--- src/rtl/score_counter.sv ---
// Snake game score keeper: saturating score, session high score and the display value.
// Optional high-score / game-over alternation feature is enabled by defining SCORE_HISCORE_EN.
module score_counter #(
    parameter int MAX_SCORE       = 99,
    parameter int POINTS_PER_FOOD = 1,
    parameter int SHOW_CYCLES     = 25_000_000
) (
    input  logic       clk,
    input  logic       rst_n,
    input  logic       game_start,
    input  logic       eat_pulse,
    input  logic       game_over,
    output logic [7:0] score,
    output logic [7:0] high_score,
    output logic       new_high,
    output logic [7:0] display_score,
    output logic       playing
);

    typedef enum logic [1:0] {
        ST_IDLE    = 2'd0,
        ST_PLAYING = 2'd1,
        ST_OVER    = 2'd2
    } state_e;

    state_e     state_q, state_d;
    logic [7:0] score_q, score_d;
    logic       playing_q, playing_d;
    logic [7:0] display_q, display_d;
    logic [8:0] sum_s;

    // Reject configurations the two-digit display stage cannot show.
    if (MAX_SCORE < 1 || MAX_SCORE > 99) begin : g_bad_max
        $error("score_counter: MAX_SCORE must be in 1..99");
    end
    if (POINTS_PER_FOOD < 1 || POINTS_PER_FOOD > MAX_SCORE) begin : g_bad_points
        $error("score_counter: POINTS_PER_FOOD must be in 1..MAX_SCORE");
    end
    if (SHOW_CYCLES < 1) begin : g_bad_show
        $error("score_counter: SHOW_CYCLES must be at least 1");
    end

    // Next-state and score logic; game_start has priority over eat and over.
    always_comb begin
        state_d = state_q;
        score_d = score_q;
        sum_s   = {1'b0, score_q} + 9'(POINTS_PER_FOOD);
        case (state_q)
            ST_IDLE: begin
                if (game_start) begin
                    state_d = ST_PLAYING;
                    score_d = 8'd0;
                end else begin
                    state_d = ST_IDLE;
                end
            end
            ST_PLAYING: begin
                if (game_start) begin
                    score_d = 8'd0;
                end else begin
                    if (eat_pulse) begin
                        score_d = (sum_s > 9'(MAX_SCORE)) ? 8'(MAX_SCORE) : sum_s[7:0];
                    end else begin
                        score_d = score_q;
                    end
                    if (game_over) begin
                        state_d = ST_OVER;
                    end else begin
                        state_d = ST_PLAYING;
                    end
                end
            end
            ST_OVER: begin
                if (game_start) begin
                    state_d = ST_PLAYING;
                    score_d = 8'd0;
                end else begin
                    state_d = ST_OVER;
                end
            end
            default: begin
                state_d = ST_IDLE;
                score_d = 8'd0;
            end
        endcase
        playing_d = (state_d == ST_PLAYING);
    end

    // FSM, score and playing flag registers.
    always_ff @(posedge clk or negedge rst_n) begin
        if (!rst_n) begin
            state_q   <= ST_IDLE;
            score_q   <= 8'd0;
            playing_q <= 1'b0;
            display_q <= 8'd0;
        end else begin
            state_q   <= state_d;
            score_q   <= score_d;
            playing_q <= playing_d;
            display_q <= display_d;
        end
    end

`ifdef SCORE_HISCORE_EN
    localparam int CNT_W = (SHOW_CYCLES > 1) ? $clog2(SHOW_CYCLES) : 1;
    localparam logic [CNT_W-1:0] CNT_MAX = CNT_W'(SHOW_CYCLES - 1);

    logic [7:0]       high_q, high_d;
    logic             new_high_q, new_high_d;
    logic [CNT_W-1:0] cnt_q, cnt_d;
    logic             sel_q, sel_d;
    logic             over_entry_s;

    // High-score compare uses score_d so a simultaneous eat is included.
    always_comb begin
        high_d       = high_q;
        new_high_d   = new_high_q;
        cnt_d        = cnt_q;
        sel_d        = sel_q;
        over_entry_s = (state_q == ST_PLAYING) && game_over && !game_start;
        if (over_entry_s) begin
            if (score_d > high_q) begin
                high_d     = score_d;
                new_high_d = 1'b1;
            end else begin
                new_high_d = 1'b0;
            end
        end else if ((state_q == ST_OVER) && game_start) begin
            new_high_d = 1'b0;
        end else begin
            new_high_d = new_high_q;
        end
        if (state_q != ST_OVER) begin
            cnt_d = {CNT_W{1'b0}};
            sel_d = 1'b0;
        end else if (cnt_q == CNT_MAX) begin
            cnt_d = {CNT_W{1'b0}};
            sel_d = ~sel_q;
        end else begin
            cnt_d = cnt_q + CNT_W'(1);
        end
        display_d = ((state_q == ST_OVER) && sel_q) ? high_q : score_q;
    end

    // High score and alternation registers.
    always_ff @(posedge clk or negedge rst_n) begin
        if (!rst_n) begin
            high_q     <= 8'd0;
            new_high_q <= 1'b0;
            cnt_q      <= {CNT_W{1'b0}};
            sel_q      <= 1'b0;
        end else begin
            high_q     <= high_d;
            new_high_q <= new_high_d;
            cnt_q      <= cnt_d;
            sel_q      <= sel_d;
        end
    end

    assign high_score = high_q;
    assign new_high   = new_high_q;
`else
    // Without the high-score feature the display simply mirrors the score.
    always_comb begin
        display_d = score_q;
    end

    assign high_score = 8'd0;
    assign new_high   = 1'b0;
`endif

    assign score         = score_q;
    assign playing       = playing_q;
    assign display_score = display_q;

endmodule

--- config.mk ---
export PLATFORM = sky130hd
export DESIGN_NAME = score_counter
export DESIGN_NICKNAME = d
export VERILOG_FILES = /design/src/rtl/score_counter.sv
export SDC_FILE = /design/constraint.sdc
export NUM_CORES = 1
export LEC_CHECK = 0
export BUFFER_PORTS_ARGS = -buffer_cell sky130_fd_sc_hd__buf_2
export CAP_MARGIN = 20
export CORE_AREA = 4 4 53 55
export DETAILED_ROUTE_END_ITERATION = 6
export DIE_AREA = 0 0 57 59
export GPL_ROUTABILITY_DRIVEN = 1
export PLACE_DENSITY = 0.7
export SLEW_MARGIN = 20
export SYNTH_ARGS = -nofsm -noshare
export SYNTH_HDL_FRONTEND = slang
export SYNTH_SLANG_ARGS = --single-unit
--- constraint.sdc ---
create_clock -name clk -period 1.8 [get_ports clk]
set_input_delay 0.18 -clock clk [delete_from_list [all_inputs] [get_ports clk]]
set_output_delay 0.18 -clock clk [all_outputs]
set_load 0.01 [all_outputs]
==> reports/metrics.csv, run 1 <==
stage,metric,value,unit
timing,clock skew,0.00689,ns
critical_path,largest fanout on the critical path,7,
status,outcome,"complete, no violations",
synth,"Top FF cell, synth",dfrtp_1,
floorplanning,chip width,57,um
routing,1st-pass router iterations,4,
routing,Post-Route WL,2.17,mm
synth,Yosys top cell area share,0.489,
floorplanning,Die Area,3360,sq um
min_path,HP Start,game_start,
cells_and_area,area grow syn2layout,29.6,%
floorplanning,die height,59,um
placement,GP Congestion,0.826,
critical_path,Setup CP Type,flop to flop,
critical_path,FF-to-FF setup slack,0.05,ns
critical_path,arrival time worst endpoint,1.95,ns
grt,pin count of the biggest net entering global routing,20,
critical_path,RR Endpoint,score[1],
floorplanning,Core Region,2390,sq um
job,Max-Cap Viols,0,
critical_path,reg2reg start,score[0],
timing,RSZ-0062 raised after global routing,yes,
grt,grt met1 use,0.172,
min_path,Hold WC Path Type,input port to flop,
floorplanning,Rows,18,
synth,most frequent cells after synthesis,"19 x dfrtp_1, 10 x buf_4, 6 x inv_1, 5 x a21oi_1, 5 x nand2_1",
critical_path,Worst EP required,2.00,ns
placement,Final HPWL DP,1.54,mm
synth,syn avg cell area,10.1,sq um
critical_path,CP Launch Point,score[0],
critical_path,Setup crit start kind,flop,
grt,Global Route Usage Sum,0.134,
floorplanning,Initial Utilization,0.407,
clocking,total CTS buffers,3,
cells_and_area,Util after Layout,0.528,
synth,yosys warns,0,
timing,Final Setup Violations,0,
synth,synth top area cells,"dfrtp_1 49%, buf_4 7.7%, a21oi_1 2.6%",
grt,M2 GR Usage,0.220,
routing,DR vias,853,
cells_and_area,number of antenna diodes,0,
cells_and_area,finished layout cell area,1260,sq um
placement,Buffers on Ports,21,
timing,"Slew Viols, Final",0,
floorplanning,I/O pins,31,
synth,Unique masters post-synth,35,
pwr,Power Dens Cells,632,nW/um^2
critical_path,Worst path max stage delay,0.44,ns
grt,GR Overflow Total,0,
routing,DR vias/cell,5.27,
clocking,Root Driver,clkbuf_4,
timing,Period minus WS final,1.75,ns
clocking,CTS tree,yes,
clocking,clk_lat worst skew,0.30,ns
cells_and_area,layout cells sized above 1,0.432,
timing,Hold Fails Final Rpt,0,
clocking,H-tree levels,1,
grt,GR Util met3,0.0196,
cells_and_area,fillcell total,218,
grt,number of global-route vias before repair,754,
clocking,CTS sink cnt,19,
grt,first-pass GRT wire length,3.51,mm
synth,Post-synth EDFFs,0,
routing,# DRC,0,
synth,"Seq/Total Area, Yosys",0.489,
pwr,Lkg Pwr,0.615,nW
critical_path,worst path cell trace,inv_1 -> ha_1 -> nor3_2 -> nor3_1 -> o21ai_2 -> o211ai_2 -> nand3_1 -> a22o_1,
synth,Seq cells post-synth,19,
grt,gr busiest metal,met2,
routing,initial DRC count,22,
synth,Syn Inst Count,96,
grt,initial antenna violation count,0,
placement,Placed Area,1120,sq um
pwr,Pwr Total,0.000796,W
pwr,VDD IR max,0.000397,V
synth,"count leader, synth",dfrtp_1,
cells_and_area,# nets final,140,
synth,largest area contributor in the netlist,dfrtp_1,
routing,ANT nets after route,0,
timing,Final Cycle Share,0.972,
min_path,hold path cells,2,
timing,Achievable Freq,0.572,GHz
clocking,Max clock buf depth,2,
critical_path,Reg2Reg Depth,8,
min_path,WHS Endpoint,state_q[1],
critical_path,"Slowest-stage cell, CP",dfrtp_2,
synth,ys async rst share,1.00,
routing,Wirelength per Cell,13.4,um
clocking,"Reg clk slew, reported paths",0.11,ns
synth,Synth Cell Area,972,sq um
critical_path,Crit. End Element,flop,
-- kinds of logic after synthesis --
group,count (synthesis),synth area share
buffers and inverters,16,0.100
DFF,19,0.489
adders and majority gates,2,0.0257
and+or+nand+nor,33,0.205
other,1,0.00386
muxes,1,0.0103
AOI/OAI and AO/OA,24,0.166
-- critical path: cells and delay by family (launching register included) --
kind,cells,cell delay (ns)
AOI/OAI and AO/OA,3,0.47
adders and majority gates,1,0.32
buffers and inverters,1,0.06
DFF,1,0.44
and+or+nand+nor,3,0.35
-- repair_timing --
item / in CTS / in global routing
gates resized for setup: 0 / 16
endpoints found under the setup margin: 0 / 6
setup buffers: 0 / 5
hold endpoints to repair: 19 / 0
hold buffers: 1 / 0
-- flip-flops by register name (all words and copies together), names as in the netlist --
name	cells
display_score	8
playing	1
score	8
state_q	2
-- layout by cell type, fill, tap and decap left out, types with 3 or more instances in the layout --
cell      netlist  routed
conb_1          1       9
inv_1           6       6
buf_2           0      21
clkbuf_4        0       3
nand4_1         3       3
buf_4          10      10
dfrtp_2         0       4
nand3_1         4       4
nand2_1         5       4
nor2_1          4       4
o21ai_2         1       3
o21ai_0         4       4
a21oi_1         5       4
dfrtp_1        19      15
-- worst max-delay path by stage --
stage | endpoint | slack (ns)
after floorplan | score[0] | 0.02
after global placement | score[2] | 0.08
after detailed placement | score[2] | 0.03
after CTS | score[2] | 0.007
after global routing | score[1] | -0.03
final | score[1] | 0.05
-- where the power goes --
| group | switching, W | leakage (nW) | total [W] | internal [W] |
|---|---|---|---|---|
| sequential | 0.0000145 | 0.251 | 0.000455 | 0.000441 |
| combinational | 0.0000704 | 0.346 | 0.000124 | 0.0000532 |
| clock | 0.000134 | 0.0177 | 0.000217 | 0.0000829 |
| total | 0.000219 | 0.615 | 0.000796 | 0.000577 |
-- routing by layer --
| layer | routed length [um] | up-vias |
|---|---|---|
| li1 | - | 398 |
| met1 | 888 | 414 |
| met2 | 1070 | 37 |
| met3 | 172 | 4 |
| met4 | 36 | 0 |
| met5 | 0 | - |
-- per-stage QoR --
| stage | setup slack (ns) | hold slack (ns) | std cells | setup TNS [ns] |
|---|---|---|---|---|
| 5_1_grt | -0.0297 | 0.0697 | 162 | -0.0537 |
| 2_1_floorplan | 0.0213 | -0.116 | 104 | 0 |
| 3_3_place_gp | 0.0849 | 0.127 | 152 | 0 |
| 3_5_place_dp | 0.0254 | 0.145 | 152 | 0 |
| 4_1_cts | 0.00716 | 0.0665 | 157 | 0 |
| 6_report | 0.0510 | 0.0695 | 162 | 0 |
-- layout make-up --
class | instances | area (sq um) | area share
repair buffers | 34 | 213 | 0.169
well taps | 30 | 37.5 | 0.0298
inverters | 6 | 22.5 | 0.0179
multi-input cells | 69 | 479 | 0.380
flip-flops and latches | 19 | 480 | 0.381
clock inverters | 1 | 5.00 | 0.00397
clock buffers | 3 | 22.5 | 0.0179
(Power assumes the default switching activity.)
==> run 2, diff against run 1 <==
GPL_TIMING_DRIVEN = 0   (was default)
==> reports/metrics.csv, run 2 (synthesis gave the netlist of run 1 again) <==
stage,metric,value,unit
grt,Global Route Usage Sum,0.128,
timing,clock skew,0.00744,ns
critical_path,crit path capture,score[0],
routing,met3 WL post-DR,148,um
pwr,VDD IR max,0.000339,V
timing,Period minus WS final,1.75,ns
cells_and_area,highest-count cells in the layout ignoring fill and taps,"21 x buf_2, 16 x buf_4, 15 x dfrtp_1",
critical_path,Worst path max stage delay,0.43,ns
clocking,H-tree levels,1,
placement,GP Congestion,0.803,
critical_path,arrival time worst endpoint,1.94,ns
grt,first-pass GRT wire length,3.41,mm
timing,final worst setup slack,0.0528,ns
clocking,"Reg clk slew, reported paths",0.11,ns
grt,initial antenna violation count,0,
cells_and_area,layout cells sized above 1,0.493,
clocking,Root Driver,clkbuf_4,
clocking,total CTS buffers,3,
status,outcome,"complete, no violations",
timing,Max-slew headroom,0.545,
critical_path,Reg2Reg Depth,9,
timing,Final Cycle Share,0.971,
cells_and_area,area grow syn2layout,39.1,%
pwr,clock network power share,0.264,
floorplanning,Die Area,3360,sq um
timing,"Slew Viols, Final",0,
placement,Buffers on Ports,21,
routing,1st-pass router iterations,5,
routing,DR vias,882,
routing,Wirelength per Cell,13.8,um
clocking,clk_lat worst skew,0.29,ns
pwr,Seq pwr share,0.555,
pwr,Comb power frac,0.181,
routing,# DRC,0,
cells_and_area,Util after Layout,0.567,
floorplanning,Core Region,2390,sq um
critical_path,cell mode on critical path,buf_4,
routing,Post-Route WL,2.32,mm
grt,GR Overflow Total,0,
min_path,Hold WC Path Type,input port to flop,
timing,Worst Hold Slack,0.0782,ns
pwr,Sw Pwr,0.000221,W
cells_and_area,"most common cell after layout, fill and taps aside",buf_2,
cells_and_area,# nets final,146,
routing,ANT nets after route,0,
floorplanning,Rows,18,
critical_path,worst path cell trace,buf_6 -> buf_4 -> buf_4 -> a21oi_2 -> o21ai_2 -> a21boi_2 -> o211ai_4 -> nand3_2 -> a22o_1,
routing,initial DRC count,20,
pwr,Power Dens Cells,605,nW/um^2
pwr,Sw Share,0.270,
floorplanning,die height,59,um
timing,Achievable Freq,0.572,GHz
floorplanning,I/O pins,31,
timing,Hold Fails Final Rpt,0,
placement,Final HPWL DP,1.43,mm
clocking,CTS tree,yes,
routing,wl on met1,982,um
critical_path,RR Endpoint,score[0],
routing,max layer used,met4,
critical_path,Setup CP Type,flop to flop,
placement,pre-CTS setup slack,-0.152,ns
timing,Worst-Margin Slew,0.681,ns
critical_path,Worst EP required,1.99,ns
floorplanning,chip width,57,um
pwr,Int Pwr,0.000598,W
grt,pin count of the biggest net entering global routing,20,
critical_path,CP Launch Point,score[0],
routing,DR WL met2,1.12,mm
critical_path,reg2reg start,score[0],
critical_path,Crit. End Element,flop,
timing,Final Setup Violations,0,
clocking,CTS sink cnt,19,
grt,number of global-route vias before repair,790,
floorplanning,Initial Utilization,0.407,
critical_path,Setup crit start kind,flop,
timing,Setup TNS,0,ns
routing,DR vias/cell,5.25,
critical_path,"Slowest-stage cell, CP",dfrtp_2,
clocking,Max clock buf depth,2,
critical_path,largest fanout on the critical path,7,
critical_path,FF-to-FF setup slack,0.05,ns
job,Max-Cap Viols,0,
cells_and_area,number of antenna diodes,0,
pwr,Lkg Pwr,0.662,nW
run 2: changes by cell type in the layout (fill, tap and decap cells not counted), sizes merged:
cell,previous run,this run
buf,33,38
clkbuf,3,4
clkinv,1,0
o21ai,8,9
run 2: timing repair:
item                                   CTS  global route
pin swaps                                8             8
endpoints found under the hold margin   19             0
cloned                                   0             1
hold buffers                             1             0
setup endpoints to repair                5             5
resized for setup                        8            16
setup buffers                            6             1
run 2: worst max-delay path, delay by kind of cell (launching register included):
family	cells	cell delay, ns
DFF	1	0.43
AOI/OAI and AO/OA	5	0.74
buffers and inverters	3	0.36
and+or+nand+nor	1	0.10
run 2: power groups by stage:
stage | combinational (W) | sequential (W) | clock (W)
final | 0.000148 | 0.000455 | 0.000216
after global routing | 0.000165 | 0.000457 | 0.000235
after CTS | 0.000138 | 0.000452 | 0.000210
after detailed placement | 0.000107 | 0.000461 | 0
after global placement | 0.000104 | 0.000460 | 0
after floorplan | 0.0000691 | 0.000464 | 0
run 2: layout make-up:
cell class / instances / area [sq um]
fillers: 207 / 1030
multi-input cells: 70 / 537
flip-flops and latches: 19 / 480
repair buffers: 29 / 168
plain buffers: 10 / 78.8
well taps: 30 / 37.5
clock buffers: 4 / 26.3
inverters: 6 / 25.0
run 2: per-layer routing:
layer	global-route usage	vias up
li1	-	411
met1	0.149	418
met2	0.225	41
met3	0.0218	12
met4	0.0662	0
met5	0	-
run 2: stage by stage:
| stage | std cells | total power [W] | cell area, sq um |
|---|---|---|---|
| 2_1_floorplan | 104 | 0.000533 | 1000 |
| 3_3_place_gp | 155 | 0.000564 | 1140 |
| 3_5_place_dp | 155 | 0.000568 | 1140 |
| 4_1_cts | 166 | 0.000801 | 1260 |
| 5_1_grt | 168 | 0.000856 | 1350 |
| 6_report | 168 | 0.000819 | 1350 |
run 2: how the worst min path moves through the flow:
| stage | end | cells after the start | from |
|---|---|---|---|
| detailed placement | state_q[0] | 1 | rst_n |
| floorplan | display_score[0] | 0 | rst_n |
| CTS | state_q[1] | 2 | game_start |
| global route | state_q[1] | 2 | game_start |
| global placement | state_q[0] | 1 | rst_n |
| finish | state_q[1] | 2 | game_start |
